### src/rtl/vga_pkg.sv
// Shared constants for the VGA pixel output path: Bayer matrix, output byte
// bit positions, rounding threshold and the per-channel quantiser.
package vga_pkg;

  // Index is {row, col}; entry 0 is row 0 col 0.
  localparam logic [15:0][3:0] BayerMatrix = {
    4'd5,  4'd13, 4'd7,  4'd15,
    4'd9,  4'd1,  4'd11, 4'd3,
    4'd6,  4'd14, 4'd4,  4'd12,
    4'd10, 4'd2,  4'd8,  4'd0
  };

  localparam logic [3:0] RoundThreshold = 4'd8;

  localparam int unsigned VgaBitHsync = 7;
  localparam int unsigned VgaBitB0    = 6;
  localparam int unsigned VgaBitG0    = 5;
  localparam int unsigned VgaBitR0    = 4;
  localparam int unsigned VgaBitVsync = 3;
  localparam int unsigned VgaBitB1    = 2;
  localparam int unsigned VgaBitG1    = 1;
  localparam int unsigned VgaBitR1    = 0;

  localparam int unsigned ChR = 0;
  localparam int unsigned ChG = 1;
  localparam int unsigned ChB = 2;

  // 3*c + c[3:2] spreads 0..15 over 0..48 so c=15 lands on 3 for any threshold.
  function automatic logic [1:0] quantise(input logic [3:0] c, input logic [3:0] t);
    logic [5:0] sum;
    sum = 6'(c) * 6'd3 + {4'b0000, c[3:2]} + {2'b00, t};
    return sum[5:4];
  endfunction

endpackage

### src/rtl/bayer4x4_rom.sv
// Combinational 4x4 ordered-dither threshold lookup.
module bayer4x4_rom
  import vga_pkg::*;
(
  input  logic [1:0] row,
  input  logic [1:0] col,
  output logic [3:0] t
);

  assign t = BayerMatrix[{row, col}];

endmodule

### src/rtl/vga_dither_stage.sv
// Pixel output stage: 4-bit colour to 2-bit VGA DAC with 4x4 ordered dither,
// optional per-frame pattern rotation, and syncs kept aligned with colour.
module vga_dither_stage
  import vga_pkg::*;
#(
  parameter int unsigned PIPE_STAGES = 2,
  parameter int unsigned H_BITS      = 10
) (
  input  logic              clk,
  input  logic              reset,
  input  logic [H_BITS-1:0] hpos,
  input  logic [H_BITS-1:0] vpos,
  input  logic              display_on,
  input  logic              hsync_i,
  input  logic              vsync_i,
  input  logic [3:0]        r_in,
  input  logic [3:0]        g_in,
  input  logic [3:0]        b_in,
  input  logic              dither_en,
  input  logic              temporal_en,
  output logic [1:0]        r_o,
  output logic [1:0]        g_o,
  output logic [1:0]        b_o,
  output logic              hsync_o,
  output logic              vsync_o,
  output logic [7:0]        vga_byte
);

  if (PIPE_STAGES != 2) begin : gen_pipe_check
    $error("vga_dither_stage: only PIPE_STAGES == 2 is supported");
  end

  logic            frame_start;
  logic [1:0]      fc_q;
  logic [1:0]      f_eff;
  logic [1:0]      row_idx;
  logic [1:0]      col_idx;
  logic [3:0]      bayer_t;
  logic [3:0]      thresh_d;

  logic [2:0][3:0] colour_s1_q;
  logic [3:0]      thresh_s1_q;
  logic            de_s1_q;
  logic            hs_s1_q;
  logic            vs_s1_q;

  logic [2:0][1:0] quant_d;
  logic [2:0][1:0] quant_q;
  logic            hs_q;
  logic            vs_q;

  // The frame counter bumps on the (0,0) pixel itself, so the whole frame
  // including its first pixel sees one pattern phase.
  always_comb begin
    frame_start = (hpos == '0) && (vpos == '0);
    f_eff       = fc_q + {1'b0, frame_start};
    row_idx     = vpos[1:0] ^ (temporal_en ? f_eff : 2'b00);
    col_idx     = hpos[1:0] ^ (temporal_en ? {f_eff[0], f_eff[1]} : 2'b00);
    thresh_d    = dither_en ? bayer_t : RoundThreshold;
  end

  bayer4x4_rom u_bayer (
    .row (row_idx),
    .col (col_idx),
    .t   (bayer_t)
  );

  for (genvar ch = 0; ch < 3; ch++) begin : gen_quant
    assign quant_d[ch] = de_s1_q ? quantise(colour_s1_q[ch], thresh_s1_q) : 2'b00;
  end

  always_ff @(posedge clk) begin
    if (reset) begin
      fc_q        <= '0;
      colour_s1_q <= '0;
      thresh_s1_q <= '0;
      de_s1_q     <= 1'b0;
      hs_s1_q     <= 1'b0;
      vs_s1_q     <= 1'b0;
      quant_q     <= '0;
      hs_q        <= 1'b0;
      vs_q        <= 1'b0;
    end else begin
      fc_q        <= f_eff;
      colour_s1_q <= {b_in, g_in, r_in};
      thresh_s1_q <= thresh_d;
      de_s1_q     <= display_on;
      hs_s1_q     <= hsync_i;
      vs_s1_q     <= vsync_i;
      quant_q     <= quant_d;
      hs_q        <= hs_s1_q;
      vs_q        <= vs_s1_q;
    end
  end

  assign r_o     = quant_q[ChR];
  assign g_o     = quant_q[ChG];
  assign b_o     = quant_q[ChB];
  assign hsync_o = hs_q;
  assign vsync_o = vs_q;

  always_comb begin
    vga_byte              = '0;
    vga_byte[VgaBitHsync] = hs_q;
    vga_byte[VgaBitB0]    = quant_q[ChB][0];
    vga_byte[VgaBitG0]    = quant_q[ChG][0];
    vga_byte[VgaBitR0]    = quant_q[ChR][0];
    vga_byte[VgaBitVsync] = vs_q;
    vga_byte[VgaBitB1]    = quant_q[ChB][1];
    vga_byte[VgaBitG1]    = quant_q[ChG][1];
    vga_byte[VgaBitR1]    = quant_q[ChR][1];
  end

endmodule

### config.mk
export PLATFORM = sky130hd
export DESIGN_NAME = vga_dither_stage
export DESIGN_NICKNAME = d
export VERILOG_FILES = /design/src/rtl/vga_pkg.sv /design/src/rtl/bayer4x4_rom.sv /design/src/rtl/vga_dither_stage.sv
export SDC_FILE = /design/constraint.sdc
export NUM_CORES = 1
export LEC_CHECK = 0
export ABC_AREA = 1
export CORE_ASPECT_RATIO = 0.5
export CORE_UTILIZATION = 30
export CTS_CLUSTER_DIAMETER = 200
export DETAILED_ROUTE_END_ITERATION = 8
export GPL_ROUTABILITY_DRIVEN = 0
export PLACE_DENSITY_LB_ADDON = 0.05
export SLEW_MARGIN = 20
export SYNTH_ARGS = -nofsm -noshare
export SYNTH_HDL_FRONTEND = slang
export SYNTH_SLANG_ARGS = --single-unit
### constraint.sdc
create_clock -name clk -period 4.5 [get_ports clk]
set_input_delay 0.675 -clock clk [delete_from_list [all_inputs] [get_ports clk]]
set_output_delay 0.675 -clock clk [all_outputs]
set_load 0.02 [all_outputs]
==> flow_summary.json <==
{
  "hold_path_end": "vsync_o",
  "start_util_pct": 32.3,
  "synth-compound-area-share_pct": 1.90,
  "place_ws_ps": 1940,
  "ios": 55,
  "cpMaxStageDelayCell": "clkdlybuf4s50_1",
  "synth_fa_ha_area_share_pct": 28.0,
  "final_antenna_net_count": 0,
  "cts_hold_buf": 0,
  "num_rows": 19,
  "hold_violations": 0,
  "cpMostUsedCell": "nand2_1",
  "synth_warnings": 0,
  "worstHoldPathCells": 2,
  "syn-instance-count": 240,
  "cts_root_buffer": "clkbuf_16",
  "synth_area_um2": 1840,
  "fin_ws_ps": 2260,
  "cts_inserted_buffers": 5,
  "grt_max_degree": 22,
  "met1_usage_pct": 15.0,
  "drive_gt1_share_pct": 3.42,
  "die_area_um2": 6480,
  "crit_path_end_kind": "register",
  "vias": 1465,
  "critical_path_arrival_ps": 2420,
  "reg2reg_setup_slack_ps": 2350,
  "firstDrtPassIters": 4,
  "critical_path_class": "primary input to register",
  "nets": 364,
  "wirelength_mm": 3.34,
  "period_share_pct": 49.9,
  "synth_seq_cells": 29,
  "grt_pass1_wl_mm": 5.73,
  "cts_tree": "built",
  "yosys.cell_types.count": 15,
  "syn-num-nets": 313,
  "r2r-end": "r_o[1]",
  "maxCapViolCount": 0,
  "antenna_found_initial": 0,
  "antenna_cells": 0,
  "status": "completed",
  "die_w_um": 113,
  "r2r-start": "colour_s1_q[2]",
  "min_from": "vs_s1_q",
  "track_usage_pct": 11.7,
  "rr_worst_depth": 10,
  "fmaxAchievable_ghz": 0.446,
  "skew_ps": 2.46,
  "synth_top_family_by_area": "adder cells",
  "worstMarginPinSlew_ps": 751,
  "rsz0062_at_grt": "no",
  "die_height_um": 57.4,
  "dp_hpwl_mm": 2.86,
  "post_cts_buffers": 0,
  "crit_required_ps": 4670,
  "cts.repair.resized": 0,
  "grt-busiest-layer": "met2",
  "core_area_um2": 5710,
  "pwr_density_cell_nw_per_um2": 294,
  "ir_drop_mv": 0.164,
  "overflow": 0,
  "port_buffers": 54,
  "drtIter0Drc": 24,
  "critical_path.max_fanout": 3,
  "met3_usage_pct": 4.25,
  "syn_to_final_growth_pct": 38.8,
  "setup_tns_ps": 0,
  "clock_path_buffers": 2,
  "cts.sinks": 29,
  "insertion_delay_ps": 270,
  "cp_cell_sequence": "clkdlybuf4s50_1, nor4_1, nand4_1, nor2_1, ha_1, nand2_2, nand2_2, nand2_1, nand2_1, nand3_1, nand3_1, nand2_1, inv_1",
  "vias_per_cell": 4.01,
  "cts_max_level": 2,
  "route.detailed.drc": 0,
  "grtUsageMet2_pct": 18.5,
  "report.final.slew_viol_count": 0,
  "synthSimpleGateAreaFrac_pct": 21.0,
  "synth_mux_area_share_pct": 0,
  "yosysSeqAreaShare_pct": 31.5,
  "fin_crit_ps": 2240,
  "hp-class": "register to register",
  "start_kind": "primary input",
  "clk_pin_slew_worst_paths_ps": 50,
  "slowest_delay_ps": 440,
  "synth-xor-area-share_pct": 0.475,
  "p_leak_nw": 1.31,
  "finalSetupViolations": 0,
  "routedWlPerCell_um": 9.14,
  "grt_pass1_vias": 1334,
  "syn_avg_cell_area_um2": 7.68,
  "slew_headroom_pct": 49.8
}
layout make-up:
class | instances | area (µm²)
fillers | 610 | 3150
multi-input cells | 135 | 946
flip-flops and latches | 29 | 581
repair buffers | 54 | 541
inverters | 66 | 248
clock buffers | 6 | 139
well taps | 73 | 91.3
clock inverters | 2 | 13.8
layer usage:
layer | wire length (µm) | part of all wire (%)
met1 | 1740 | 52
met3 | 201 | 6.0
met4 | 42 | 1.3
met5 | 0 | 0
met2 | 1350 | 41
cell usage after synthesis:
library cell | count | area share (%)
a21oi_1 | 7 | 1.9
ha_1 | 22 | 15
nand4_1 | 5 | 1.7
buf_2 | 1 | 0.27
nor4_1 | 3 | 1.0
nand3_1 | 10 | 2.7
nand2_1 | 36 | 7.3
nand2_2 | 2 | 0.68
clkbuf_1 | 1 | 0.20
buf_4 | 8 | 3.3
dfxtp_1 | 29 | 32
xor2_1 | 1 | 0.48
fa_1 | 12 | 13
nor2_1 | 37 | 7.5
inv_1 | 66 | 13
how the worst max path moves through the flow:
stage	startpoint	to	depth (start not counted)
after detailed placement	hpos[1]	thresh_s1_q[3]	13
after global placement	vpos[1]	thresh_s1_q[3]	13
after CTS	hpos[1]	thresh_s1_q[3]	13
after global routing	hpos[1]	thresh_s1_q[3]	13
final	hpos[1]	thresh_s1_q[3]	13
after floorplan	colour_s1_q[9]	b_o[0]	12
layout by cell type (no fill, tap or decap):
cell	n
ha_1	22
clkinv_4	1
nand4_1	5
fa_1	12
xor2_1	1
clkbuf_8	1
nor2_1	37
dfxtp_1	29
nand2_2	2
clkdlybuf4s50_1	54
clkinv_2	1
nand2_1	36
inv_1	66
clkbuf_16	5
a21oi_1	7
nand3_1	10
nor4_1	3
flip-flops by register name, summed over array words and instances (netlist names):
name,cells
colour_s1_q,12
thresh_s1_q,4
b_o,2
fc_q,2
g_o,2
r_o,2
de_s1_q,1
hs_s1_q,1
hsync_o,1
vs_s1_q,1
vsync_o,1
worst max-delay path: cells and delay by family:
family | cells | cell delay (ps)
buffers and inverters | 2 | 470
adder cells (fa/ha/maj) | 1 | 270
AND/OR/NAND/NOR | 10 | 980
where the power goes:
part | total [mW] | switching (mW) | internal (mW)
Clock | 0.336 | 0.117 | 0.219
Sequential | 0.278 | 0.00926 | 0.268
Combinational | 0.139 | 0.0653 | 0.0736
Total | 0.753 | 0.191 | 0.562
logic make-up after synthesis:
kind of cell	Yosys count
compound gates	7
simple gates	93
buf+inv	76
xor+xnor	1
fa+ha+maj	34
flops	29
through the flow:
step	std cells	area [µm²]	util [%]	hold WS (ps)	power (mW)
2_1_floorplan	240	1840	-	388	0.365
3_3_place_gp	357	2410	42.2	392	0.421
3_5_place_dp	357	2410	42.2	392	0.424
4_1_cts	365	2560	44.8	400	0.768
5_1_grt	365	2560	44.8	413	0.805
6_report	365	2560	44.8	399	0.753
Power figures use the tool's default switching activity.
